<file path="src/rtl/dvi_timing_gen.sv">
// Raster timing generator: pixel/line/frame counters with registered
// sync, data-enable and border decode for the DVI test-pattern path.
module dvi_timing_gen #(
    parameter int unsigned H_ACTIVE  = 1024,
    parameter int unsigned H_FP      = 24,
    parameter int unsigned H_SYNC    = 136,
    parameter int unsigned H_BP      = 160,
    parameter int unsigned V_ACTIVE  = 768,
    parameter int unsigned V_FP      = 3,
    parameter int unsigned V_SYNC    = 6,
    parameter int unsigned V_BP      = 29,
    parameter logic        HS_POL    = 1'b0,
    parameter logic        VS_POL    = 1'b0,
    parameter logic        BORDER_EN = 1'b1
) (
    input  logic        CLK,
    input  logic        RST_N,
    input  logic        EN,
    output logic [10:0] X,
    output logic [9:0]  Y,
    output logic [10:0] frame,
    output logic        MASK,
    output logic        LIGHT,
    output logic        DE,
    output logic        HSYNC,
    output logic        VSYNC,
    output logic        SOF
);

    localparam int unsigned H_TOTAL = H_ACTIVE + H_FP + H_SYNC + H_BP;
    localparam int unsigned V_TOTAL = V_ACTIVE + V_FP + V_SYNC + V_BP;

    localparam logic [10:0] H_LAST = 11'(H_TOTAL - 1);
    localparam logic [9:0]  V_LAST = 10'(V_TOTAL - 1);

    // Thresholds carry one extra bit so a sync pulse ending exactly at
    // the 2048/1024 limit does not alias to zero.
    localparam logic [11:0] H_ACT    = 12'(H_ACTIVE);
    localparam logic [11:0] H_ACT_LS = 12'(H_ACTIVE - 1);
    localparam logic [11:0] HS_BEG   = 12'(H_ACTIVE + H_FP);
    localparam logic [11:0] HS_END   = 12'(H_ACTIVE + H_FP + H_SYNC);
    localparam logic [10:0] V_ACT    = 11'(V_ACTIVE);
    localparam logic [10:0] V_ACT_LS = 11'(V_ACTIVE - 1);
    localparam logic [10:0] VS_BEG   = 11'(V_ACTIVE + V_FP);
    localparam logic [10:0] VS_END   = 11'(V_ACTIVE + V_FP + V_SYNC);

    logic [10:0] x_q, x_d;
    logic [9:0]  y_q, y_d;
    logic [10:0] frame_q, frame_d;
    logic        de_q, de_d;
    logic        mask_q, mask_d;
    logic        light_q, light_d;
    logic        hs_q, hs_d;
    logic        vs_q, vs_d;
    logic        sof_q, sof_d;

    logic        h_wrap;
    logic        v_wrap;
    logic [11:0] xe;
    logic [10:0] ye;
    logic        h_act;
    logic        v_act;
    logic        active;
    logic        edge_px;
    logic        border;

    // Next pixel position; decode is applied to it so every output flop
    // describes the same presented pixel.
    always_comb begin
        h_wrap  = (x_q >= H_LAST);
        v_wrap  = (y_q >= V_LAST);
        x_d     = h_wrap ? 11'd0 : x_q + 11'd1;
        y_d     = y_q;
        frame_d = frame_q;
        if (h_wrap) begin
            y_d = v_wrap ? 10'd0 : y_q + 10'd1;
            if (v_wrap) begin
                frame_d = frame_q + 11'd1;
            end
        end
    end

    always_comb begin
        xe      = {1'b0, x_d};
        ye      = {1'b0, y_d};
        h_act   = (xe < H_ACT);
        v_act   = (ye < V_ACT);
        active  = h_act && v_act;
        edge_px = (xe == 12'd0) || (xe == H_ACT_LS) ||
                  (ye == 11'd0) || (ye == V_ACT_LS);
        border  = BORDER_EN && active && edge_px;
        de_d    = active;
        mask_d  = !active || border;
        light_d = border;
        hs_d    = ((xe >= HS_BEG) && (xe < HS_END)) ? HS_POL : !HS_POL;
        vs_d    = ((ye >= VS_BEG) && (ye < VS_END)) ? VS_POL : !VS_POL;
        sof_d   = (x_d == 11'd0) && (y_d == 10'd0);
    end

    always_ff @(posedge CLK) begin
        if (!RST_N) begin
            x_q     <= H_LAST;
            y_q     <= V_LAST;
            frame_q <= 11'h7FF;
            de_q    <= 1'b0;
            mask_q  <= 1'b1;
            light_q <= 1'b0;
            hs_q    <= !HS_POL;
            vs_q    <= !VS_POL;
            sof_q   <= 1'b0;
        end else if (EN) begin
            x_q     <= x_d;
            y_q     <= y_d;
            frame_q <= frame_d;
            de_q    <= de_d;
            mask_q  <= mask_d;
            light_q <= light_d;
            hs_q    <= hs_d;
            vs_q    <= vs_d;
            sof_q   <= sof_d;
        end
    end

    assign X     = x_q;
    assign Y     = y_q;
    assign frame = frame_q;
    assign DE    = de_q;
    assign MASK  = mask_q;
    assign LIGHT = light_q;
    assign HSYNC = hs_q;
    assign VSYNC = vs_q;
    assign SOF   = sof_q;

endmodule

</file>
<file path="config.mk">
export PLATFORM = sky130hd
export DESIGN_NAME = dvi_timing_gen
export DESIGN_NICKNAME = d
export VERILOG_FILES = /design/src/rtl/dvi_timing_gen.sv
export SDC_FILE = /design/constraint.sdc
export NUM_CORES = 1
export LEC_CHECK = 0
export ABC_AREA = 1
export BUFFER_PORTS_ARGS = -buffer_cell sky130_fd_sc_hd__buf_2
export CORE_MARGIN = 1
export CORE_UTILIZATION = 60
export DETAILED_ROUTE_END_ITERATION = 10
export PLACE_DENSITY = 0.83
export SETUP_SLACK_MARGIN = 0.2
export SLEW_MARGIN = 20
export SYNTH_ARGS = -nofsm -noshare
export SYNTH_HDL_FRONTEND = slang
export SYNTH_SLANG_ARGS = --single-unit
</file>
<file path="constraint.sdc">
create_clock -name CLK -period 4.15 [get_ports CLK]
set_clock_uncertainty 0.2 [all_clocks]
set_input_delay 0.83 -clock CLK [delete_from_list [all_inputs] [get_ports CLK]]
set_output_delay 0.83 -clock CLK [all_outputs]
set_load 0.01 [all_outputs]
</file>
### Word-level counts from Yosys, hierarchy flattened

Cells that the tools add are included.

* add/sub/neg operators: 3
* order comparisons: 8
* equal/unequal tests: 2
* multiplexer cells: 5
* reductions and logical operators: 13

Operator list (count)
* $add A11 B1 Y11 const B: 2
* $ge A11 B11 Y1 const B: 2
* $lt A11 B11 Y1 const B: 2
* $ge A10 B10 Y1 const B: 2
* $lt A10 B10 Y1 const B: 2
* $mux W10: 2
* $eq A11 B10 Y1 const B: 1
* $logic_not A11 Y1: 1
* $mux W11: 1
* $add A10 B1 Y10 const B: 1
* $eq A10 B10 Y1 const B: 1
* $logic_not A10 Y1: 1
* $logic_and A1 B1 Y1: 5
* $logic_or A1 B1 Y1: 4
* $reduce_and A3 Y1: 1
* $mux W1: 2
* $logic_not A1 Y1: 1

* register bits after elaboration: 38
* input port bits: 3
* output and inout bits: 38
* word-level logic and storage cells: 40

### Logic depth before layout (Yosys ltp)

Gate-level depths: netlist (run 1).

* word-level depth: 8
* mapped depth: 19

### Worst setup path after synthesis (run 1)

OpenSTA, ideal clock, no wires.

* kind: register to register
* start: register y_q[0], in the netlist Y[0]
* end: register frame_q[10], in the netlist frame[10]
* arrival time: 1.958 ns
* required time: 3.830 ns
* path slack: 1.871 ns
* cell stages (with the launch flop): 18
* buffers on the path: 1
* period minus slack after synthesis: 2.279 ns
* cells stage by stage: dfxtp_1 buf_2 inv_1 ha_1 nand2_1 nand2_1 nand2_1 nand2_1 nand2_1 nand2_2 nor2_4 nand2_4 nor2_4 nand3_4 nor2_4 nand3_2 a21oi_1 o21ai_1

* word-level cells in the longest chain between the ends: 2

RTL lines
* start, declared: RTL line 48 `logic [9:0] y_q, y_d;`
* start signal, assigned: RTL line 113 `y_q <= y_d;`
* $ge A10 B10 Y1: RTL line 71 `v_wrap = (y_q >= V_LAST);`
* $reduce_and A3 Y1 (no source line)
* end signal, assigned: RTL line 114 `frame_q <= frame_d;`
* end, declared: RTL line 49 `logic [10:0] frame_q, frame_d;`

Every way passes these cells.
A chain may end at the register's enable or synchronous reset.

### Worst setup path in the final report (run 1)

Same ends and word-level chain as after synthesis.

==> flow_metrics.env, run 1 <==
export IMPL_p_leak_nw=1.54
export IMPL_path_buf_inv=1
export IMPL_syn_inst=409
export IMPL_layout_drive_gt1_share=0.184
export IMPL_antenna_cells=0
export IMPL_firstDrtPassIters=5
export IMPL_grt_pass1_wl_um=9850
export IMPL_cpMostUsedCell="nand2_1"
export IMPL_path_class="reg2reg"
export IMPL_hold_viol=0
export IMPL_min_path_cells=2
export IMPL_grt_max_degree=31
export IMPL_sw_frac_of_total=0.407
export IMPL_final_cells=491
export IMPL_cts_buffer_depth=2
export IMPL_drt_iter0_drc=193
export IMPL_fin_crit_ns=2.66
export IMPL_path_depth=16
export IMPL_drcViolationCount=0
export IMPL_cts_buffers=5
export IMPL_cp_slowest_cell="dfxtp_1"
export IMPL_antenna_found_initial=0
export IMPL_ctsResizeCount=0
export IMPL_cts_htree_levels=2
export IMPL_power_total_w=0.00127
export IMPL_avgSynthCellArea_um2=6.38
export IMPL_reg2reg_slack_ns=1.49
export IMPL_cts_setup_buffers=0
export IMPL_cts_tree="done"
export IMPL_vias=2630
export IMPL_slew_headroom=0.456
export IMPL_cts_hold_buffers_added=0
export IMPL_ant_nets=0
export IMPL_max_cap_violations=0
export IMPL_critPathLaunchType="register"
export IMPL_seq_power_share=0.365
export IMPL_core_area_um2=4090
export IMPL_ys_warn_count=0
export IMPL_syn2layout_area_growth_pct=10.5
export IMPL_ios=41
export IMPL_setup_violations=0
export IMPL_path_cells="inv_1 > ha_1 > nand2_1 > nand2_1 > nand2_1 > nand2_1 > nand2_1 > nand2_2 > nor2_4 > nand2_4 > nor2_4 > nand3_4 > nor2_4 > nand3_2 > a21oi_1 > o21ai_1"
export IMPL_wl_per_cell_um=12.4
export IMPL_synth_ff_latch_count=38
export IMPL_irDropWorstVdd_mv=0.312
export IMPL_die_width_um=68.0
export IMPL_place_inst=483
export IMPL_die_area_um2=4620
export IMPL_worstPathRequired_ns=4.13
export IMPL_vias_per_cell=5.36
export IMPL_synth_seq_area_share=0.291
export IMPL_cts_sinks=38
export IMPL_fin_tns_setup_ns=0
export IMPL_tightest_slew_ns=0.815
export IMPL_r2r_cells=16
export IMPL_final_nets=448
export IMPL_clk_pin_slew_ns=0.08
export IMPL_fp_row_count=23
export IMPL_overflow=0
export IMPL_critPathArrivalTime_ns=2.63
export IMPL_totalWireLength_um=6070
export IMPL_clock_power_share=0.246
export IMPL_finalWeightedCongestion=0.856
export IMPL_cp_slowest_stage_delay_ns=0.55
export IMPL_num_fill_cells=393
export IMPL_initial_utilization=0.639
export IMPL_fin_crit_sh=0.640
export IMPL_grt_usage=0.279
export IMPL_status="complete, no violations"
export IMPL_dpl_hpwl_um=4310
export IMPL_syn_num_nets=417
export IMPL_power_density_nw_per_um2=440
export IMPL_cp_max_fo=14
export IMPL_critPathCaptureType="register"
export IMPL_synth_cell_types=36
export IMPL_slew_violations=0
export IMPL_hp_class="reg2reg"
export IMPL_p_comb_frac=0.389
export IMPL_clk_latency_ns=0.29
export IMPL_cts_root_buf="clkbuf_8"
export IMPL_p_switching_w=0.000517
export IMPL_die_h_um=68.0
export IMPL_netlist_area_um2=2610
export IMPL_critPathTopFamily="simple AND/OR/NAND/NOR gates"
export IMPL_fmaxAchievable_ghz=0.377
export IMPL_p_int_w=0.000752
export IMPL_numPortBuffers=40
export IMPL_rsz0062_at_grt="false"
export IMPL_grt_pass1_vias=2229
tightest hold or removal path: cells and delay by family (launching register included):
family          cells  cell delay, ns
flops               1            0.33
compound gates      1            0.06
simple gates        1            0.06
cell usage in the layout, fill, tap and decap left out, drive strengths merged:
| master | instances |
|---|---|
| bufinv | 1 |
| buf | 40 |
| a21oi | 29 |
| clkinv | 2 |
| o2111ai | 1 |
| inv | 58 |
| xnor2 | 3 |
| nand4 | 5 |
| o211ai | 5 |
| ha | 5 |
| a211oi | 1 |
| dfxtp | 38 |
| o21bai | 1 |
| or2 | 1 |
| xor2 | 4 |
| clkbuf | 5 |
| o31ai | 2 |
| nor3 | 1 |
| nand3 | 40 |
| a21o | 2 |
| nand3b | 2 |
| nor2 | 46 |
| a31o | 1 |
| nand2 | 118 |
| o21ai | 30 |
flip-flops by register name (all words and copies together) (netlist names):
signal and flops:
X 11, MASK 1, DE 1, SOF 1, frame 11, VSYNC 1
LIGHT 1, Y 10, HSYNC 1
kinds of logic after synthesis:
logic type / Yosys count / share of synthesized area
simple gates: 213 / 0.383
buf+inv: 74 / 0.121
compound gates: 72 / 0.157
flops: 38 / 0.291
xor+xnor: 7 / 0.0235
fa+ha+maj: 5 / 0.0240
through the flow:
step / hold slack (ns) / area [um^2] / utilization / setup WS, ns
after global placement: 0.253 / 2780 / 0.679 / 1.62
after global routing: 0.293 / 2890 / 0.706 / 1.20
after CTS: 0.276 / 2890 / 0.706 / 1.52
after floorplan: 0.280 / 2610 / - / 1.87
final: 0.273 / 2890 / 0.706 / 1.49
after detailed placement: 0.257 / 2780 / 0.679 / 1.54
final cells by class:
| cell class | count | area [um^2] | share of cell area |
|---|---|---|---|
| Tap cell | 50 | 62.6 | 0.0217 |
| Clock inverter | 3 | 40.0 | 0.0139 |
| Timing Repair Buffer | 40 | 200 | 0.0694 |
| Sequential cell | 38 | 761 | 0.264 |
| Multi-Input combinational cell | 297 | 1540 | 0.532 |
| Inverter | 58 | 218 | 0.0755 |
| Clock buffer | 5 | 68.8 | 0.0239 |
synthesized netlist by cell type, drive strengths merged:
library cell / count / share of area
nand2: 118 / 0.18
inv: 58 / 0.083
nor2: 46 / 0.082
nand3: 40 / 0.097
dfxtp: 38 / 0.29
o21ai: 30 / 0.060
a21oi: 29 / 0.058
buf: 9 / 0.027
clkbuf: 7 / 0.010
ha: 5 / 0.024
nand4: 5 / 0.012
o211ai: 5 / 0.014
xor2: 4 / 0.013
xnor2: 3 / 0.010
a21o: 2 / 0.0057
nand3b: 2 / 0.0057
o31ai: 2 / 0.0057
a211oi: 1 / 0.0029
a31o: 1 / 0.0034
nor3: 1 / 0.0019
o2111ai: 1 / 0.0034
o21bai: 1 / 0.0029
or2: 1 / 0.0024
path summary, 6_finish.rpt:
check         endpoint  startpoint
max          frame[10]        Y[0]
min              VSYNC       VSYNC
max reg2reg  frame[10]        Y[0]
min reg2reg      VSYNC       VSYNC
power by group through the flow:
stage	logic (W)	registers (W)	clock network [W]
after floorplan	0.000387	0.000477	0
after global placement	0.000479	0.000469	0
after detailed placement	0.000488	0.000469	0
after CTS	0.000492	0.000462	0.000314
after global routing	0.000559	0.000470	0.000333
final	0.000494	0.000463	0.000312
metal layers:
metal,share of wire,vias to the layer above,GRT usage,wire (um)
li1,-,1373,-,-
met1,0.48,1173,0.370,2930
met2,0.44,78,0.456,2680
met3,0.068,6,0.0550,410
met4,0.0091,0,0.0781,55
met5,0,-,0,0
Note: power is estimated with default switching activity, not from simulation.
==> run 2, diff against run 1 <==
- CORE_UTILIZATION: 60 -> 51
- PLACE_DENSITY: 0.83 -> 0.75
- clock period: 4.15 -> 2.38 ns (I/O delays scaled with it)
==> run 2 against run 1 <==
Against the previous run:
- cell count is 10% higher
- cell area rose by 20%
- non-clock buffer count grew 30
- routed wire length increased by 22%
- total power up 110%
- critical path type unchanged
- critical endpoint is now frame[8]
==> flow_metrics.env, run 2 (synthesis results as in run 1) <==
export IMPL_status="complete, no violations"
export IMPL_firstDrtPassIters=4
export IMPL_layout_drive_gt1_share=0.349
export IMPL_path_cells="inv_4 > ha_4 > nand2_2 > nand2_1 > nand2_1 > nand2_1 > nand2_2 > nand2_4 > nor2_4 > nand2_4 > nor2_4 > nand3_4 > nor2_4 > buf_4 > xnor2_1 > nand2_1"
export IMPL_whs_ns=0.272
export IMPL_core_area_um2=4820
export IMPL_syn2layout_area_growth_pct=32.6
export IMPL_register_area_um2=783
export IMPL_cp_max_fo=7
export IMPL_hold_viol=0
export IMPL_grt_pass1_wl_um=11300
export IMPL_cts_htree_levels=2
export IMPL_layout_common_cells="100 x nand2_1, 46 x inv_1, 40 x buf_2, 33 x nor2_1, 27 x nand3_1"
export IMPL_cts_tree="done"
export IMPL_grt_max_degree=30
export IMPL_critPathTopFamily="simple AND/OR/NAND/NOR gates"
export IMPL_cpMostUsedCell="nand2_1"
export IMPL_fp_row_count=25
export IMPL_slew_violations=0
export IMPL_initial_utilization=0.542
export IMPL_slew_headroom=0.705
export IMPL_grt_usage=0.267
export IMPL_vias_per_cell=5.34
export IMPL_power_total_w=0.00263
export IMPL_drt_iter0_drc=197
export IMPL_max_cap_violations=0
export IMPL_path_buf_inv=2
export IMPL_fmaxAchievable_ghz=0.454
export IMPL_die_h_um=73.6
export IMPL_die_width_um=73.6
export IMPL_fin_tns_setup_ns=0
export IMPL_tightest_slew_ns=0.443
export IMPL_grt_pass1_vias=2513
export IMPL_clk_latency_ns=0.29
export IMPL_cts_buffers=5
export IMPL_fin_crit_ns=2.20
export IMPL_power_density_nw_per_um2=760
export IMPL_num_fill_cells=380
export IMPL_setup_violations=0
export IMPL_hp_class="reg2reg"
export IMPL_cp_slowest_cell="dfxtp_4"
export IMPL_numPortBuffers=40
export IMPL_clk_pin_slew_ns=0.08
export IMPL_vias=2882
export IMPL_ios=41
export IMPL_totalWireLength_um=7430
export IMPL_dp_slack_ns=0.0868
export IMPL_multiInputGateArea_um2=1770
export IMPL_cp_slowest_stage_delay_ns=0.41
export IMPL_die_area_um2=5410
export IMPL_p_leak_nw=1.73
export IMPL_irDropWorstVdd_mv=0.533
export IMPL_cts_hold_buffers_added=0
export IMPL_wl_per_cell_um=13.8
export IMPL_path_class="reg2reg"
export IMPL_dpl_hpwl_um=4550
export IMPL_final_nets=480
export IMPL_critPathCaptureType="register"
export IMPL_rsz0062_at_grt="true"
export IMPL_antenna_found_initial=0
export IMPL_antenna_cells=0
export IMPL_critPathArrivalTime_ns=2.18
export IMPL_worstPathRequired_ns=2.35
export IMPL_cts_sinks=38
export IMPL_layout_commonest_cell="nand2_1"
export IMPL_finalWeightedCongestion=0.859
export IMPL_overflow=0
export IMPL_drcViolationCount=0
export IMPL_ant_nets=0
export IMPL_cts_buffer_depth=2
export IMPL_critPathLaunchType="register"
export IMPL_cts_root_buf="clkbuf_8"
export IMPL_fin_crit_sh=0.926
export IMPL_setup_ws_ns=0.176
## run 2: power by group
part	internal, W	leakage [nW]	total (W)	switching (W)
Sequential	0.000715	0.313	0.000815	0.000100
Combinational	0.000501	1.36	0.00124	0.000743
Clock	0.000312	0.0504	0.000572	0.000260
Total	0.00153	1.73	0.00263	0.00110
## run 2: worst paths after layout
path / startpoint / endpoint / slack, ns / depth (start not counted)
setup / recovery: Y[0] / frame[8] / 0.18 / 16
hold / removal: DE / DE / 0.27 / 2
setup reg to reg: Y[0] / frame[8] / 0.18 / 16
hold reg to reg: DE / DE / 0.27 / 2
## run 2: per-layer routing
metal / part of all wire / routed length [um] / GRT usage / up-vias
met3: 0.054 / 399 / 0.0453 / 15
met5: 0 / 0 / 0 / -
met1: 0.45 / 3330 / 0.361 / 1326
li1: - / - / - / 1438
met2: 0.48 / 3580 / 0.440 / 103
met4: 0.017 / 123 / 0.0684 / 0
## run 2: what timing repair did
item,4_1_cts,5_1_grt
buffers inserted,7,11
pin swaps,8,26
gates cloned,1,3
gates resized for setup,16,62
setup endpoints to repair,6,11
## run 2: through the flow
step	cell area, um^2	instances	util
after floorplan	2620	409	-
after global placement	2890	510	0.599
after global routing	3460	540	0.719
after CTS	3130	526	0.650
final	3460	540	0.719
after detailed placement	2890	510	0.599
## run 2: tightest hold or removal path, delay by kind of cell, from the launching register on
family	cells	cell delay, ns
flip-flops	1	0.32
AO/OA/AOI/OAI	1	0.05
AND/OR/NAND/NOR	1	0.06
## run 2: cell type report
| cell class | instances | share of cell area |
|---|---|---|
| Multi-Input combinational cell | 299 | 0.512 |
| Sequential cell | 38 | 0.226 |
| Timing Repair Buffer | 70 | 0.140 |
| Inverter | 58 | 0.0651 |
| Tap cell | 67 | 0.0242 |
| Clock buffer | 5 | 0.0199 |
| Clock inverter | 3 | 0.0130 |
==> run 3, diff against run 2 <==
- CORE_UTILIZATION: 51 -> 30
- PLACE_DENSITY: 0.75 -> 0.48
- SETUP_SLACK_MARGIN: 0.2 -> 0.5
==> run 3 against run 2 <==
Against the previous run:
- sequential cell count unchanged
- clock-buffer cell count increased by 1
- combinational power increased by 4%
- core utilization decreased by 28 points
- sequential share of layout area decreased by 1.0 points
- setup slack improved by 0.026 ns
- global-route usage decreased by 9.0 points
- clock power increased by 12%
- cell count increased by 8.9%
- non-clock buffer count increased by 11
- critical path depth decreased by 1
==> flow_metrics.env, run 3 (synthesis results as in run 1) <==
export IMPL_cts_buffers=5
export IMPL_fin_tns_setup_ns=0
export IMPL_antenna_found_initial=0
export IMPL_cts_htree_levels=2
export IMPL_cts_root_buf="clkbuf_8"
export IMPL_worstHoldStart="DE"
export IMPL_final_cells=588
export IMPL_numPortBuffers=40
export IMPL_fmaxAchievable_ghz=0.459
export IMPL_antenna_cells=0
export IMPL_dpl_hpwl_um=5190
export IMPL_register_area_um2=787
export IMPL_hold_viol=0
export IMPL_cts_sinks=38
export IMPL_fp_row_count=33
export IMPL_grt_pass1_wl_um=12600
export IMPL_clk_latency_ns=0.30
export IMPL_setup_ws_ns=0.202
export IMPL_slew_violations=0
export IMPL_p_leak_nw=1.80
export IMPL_fin_crit_sh=0.915
export IMPL_die_width_um=95.3
export IMPL_drcViolationCount=0
export IMPL_cts_tree="done"
export IMPL_rsz0062_at_grt="true"
export IMPL_cpMostUsedCell="nor2_4"
export IMPL_setup_violations=0
export IMPL_final_util=0.439
export IMPL_layout_drive_gt1_share=0.393
export IMPL_overflow=0
export IMPL_core_area_um2=8300
export IMPL_cts_hold_buffers_added=0
export IMPL_path_cells="ha_4 > nand3_4 > nor2_4 > inv_2 > nand3_2 > nand2_4 > buf_12 > nor2_4 > nand2_4 > nor2_4 > nand3_4 > nor2_4 > nand3_2 > a21oi_2 > o21ai_1"
export IMPL_wl_per_cell_um=12.7
export IMPL_layout_commonest_cell="nand2_1"
export IMPL_final_nets=490
export IMPL_irDropWorstVdd_mv=0.330
export IMPL_grt_usage=0.177
export IMPL_cp_slowest_cell="dfxtp_4"
export IMPL_hp_class="reg2reg"
export IMPL_place_inst=558
export IMPL_ant_nets=0
export IMPL_worstPathRequired_ns=2.36
export IMPL_cp_max_fo=4
export IMPL_initial_utilization=0.315
export IMPL_cp_slowest_stage_delay_ns=0.39
export IMPL_totalWireLength_um=7490
export IMPL_grt_max_degree=30
export IMPL_status="complete, no violations"
export IMPL_tightest_slew_ns=0.436
export IMPL_finalWeightedCongestion=0.788
export IMPL_slew_headroom=0.709
export IMPL_path_class="reg2reg"
export IMPL_syn2layout_area_growth_pct=39.5
export IMPL_vias=2795
export IMPL_vias_per_cell=4.75
export IMPL_critPathArrivalTime_ns=2.16
export IMPL_cts_buffer_depth=2
export IMPL_clk_pin_slew_ns=0.09
export IMPL_layout_common_cells="91 x nand2_1, 48 x inv_1, 41 x buf_2, 29 x nor2_1, 28 x buf_4"
export IMPL_grt_pass1_vias=2732
export IMPL_fin_crit_ns=2.18
export IMPL_startpoint="X[0]"
export IMPL_multiInputGateArea_um2=1790
export IMPL_die_h_um=95.3
export IMPL_whs_ns=0.279
export IMPL_firstDrtPassIters=4
export IMPL_reg2reg_from="X[0]"
export IMPL_power_density_nw_per_um2=753
export IMPL_ios=41
export IMPL_die_area_um2=9080
export IMPL_critPathCaptureType="register"
export IMPL_critPathLaunchType="register"
export IMPL_drt_iter0_drc=165
export IMPL_max_cap_violations=0
export IMPL_dp_slack_ns=0.0208
export IMPL_num_fill_cells=869
## run 3: cell types whose count changed in the layout (fill, tap and decap cells not counted), moves of 5 or more
cell and change:
nand2_1 -9, buf_6 +5, o21ai_0 -6, nand3_2 +6, dfxtp_2 -6, nand2_2 +8
## run 3: final cells by class
class | instances | share of cell area
clock buffers | 6 | 0.0258
repair buffers | 81 | 0.159
multi-input cells | 298 | 0.490
inverters | 58 | 0.0618
well taps | 105 | 0.0361
flip-flops and latches | 38 | 0.216
clock inverters | 2 | 0.0106
## run 3: path summary, 6_finish.rpt
kind                    end  cells after the start  slack [ns]
setup / recovery  frame[10]                     15        0.20
hold / removal           DE                      2        0.28
setup reg to reg  frame[10]                     15        0.20
hold reg to reg          DE                      2        0.28
## run 3: per-layer routing
layer	GRT usage	wire length, um	up-vias
met3	0.0399	396	5
met1	0.234	3570	1288
met4	0.0404	44	0
met5	0	0	-
met2	0.292	3480	46
li1	-	-	1456
## run 3: worst max-delay path, delay by kind of cell, from the launching register on
kind	cells	cell delay (ns)
DFF	1	0.39
AOI/OAI and AO/OA	2	0.19
and+or+nand+nor	10	0.95
buffers and inverters	2	0.18
adders and majority gates	1	0.16
## run 3: report_power, final
group	leakage (nW)	switching, W	internal [W]
Clock	0.0665	0.000262	0.000378
Sequential	0.314	0.0000991	0.000714
Combinational	1.42	0.000738	0.000551
Total	1.80	0.00110	0.00164
## run 3: through the flow
step / area, um^2 / total power, W
4_1_cts: 3550 / 0.00270
2_1_floorplan: 2660 / 0.00153
5_1_grt: 3640 / 0.00294
3_3_place_gp: 3060 / 0.00182
6_report: 3640 / 0.00274
3_5_place_dp: 3060 / 0.00181
## run 3: timing repair
action	in CTS	in global routing
cloned	2	0
setup endpoints to repair	23	26
setup buffers	19	1
pin swaps	38	19
endpoints found under the hold margin	0	0
gates resized for setup	65	28
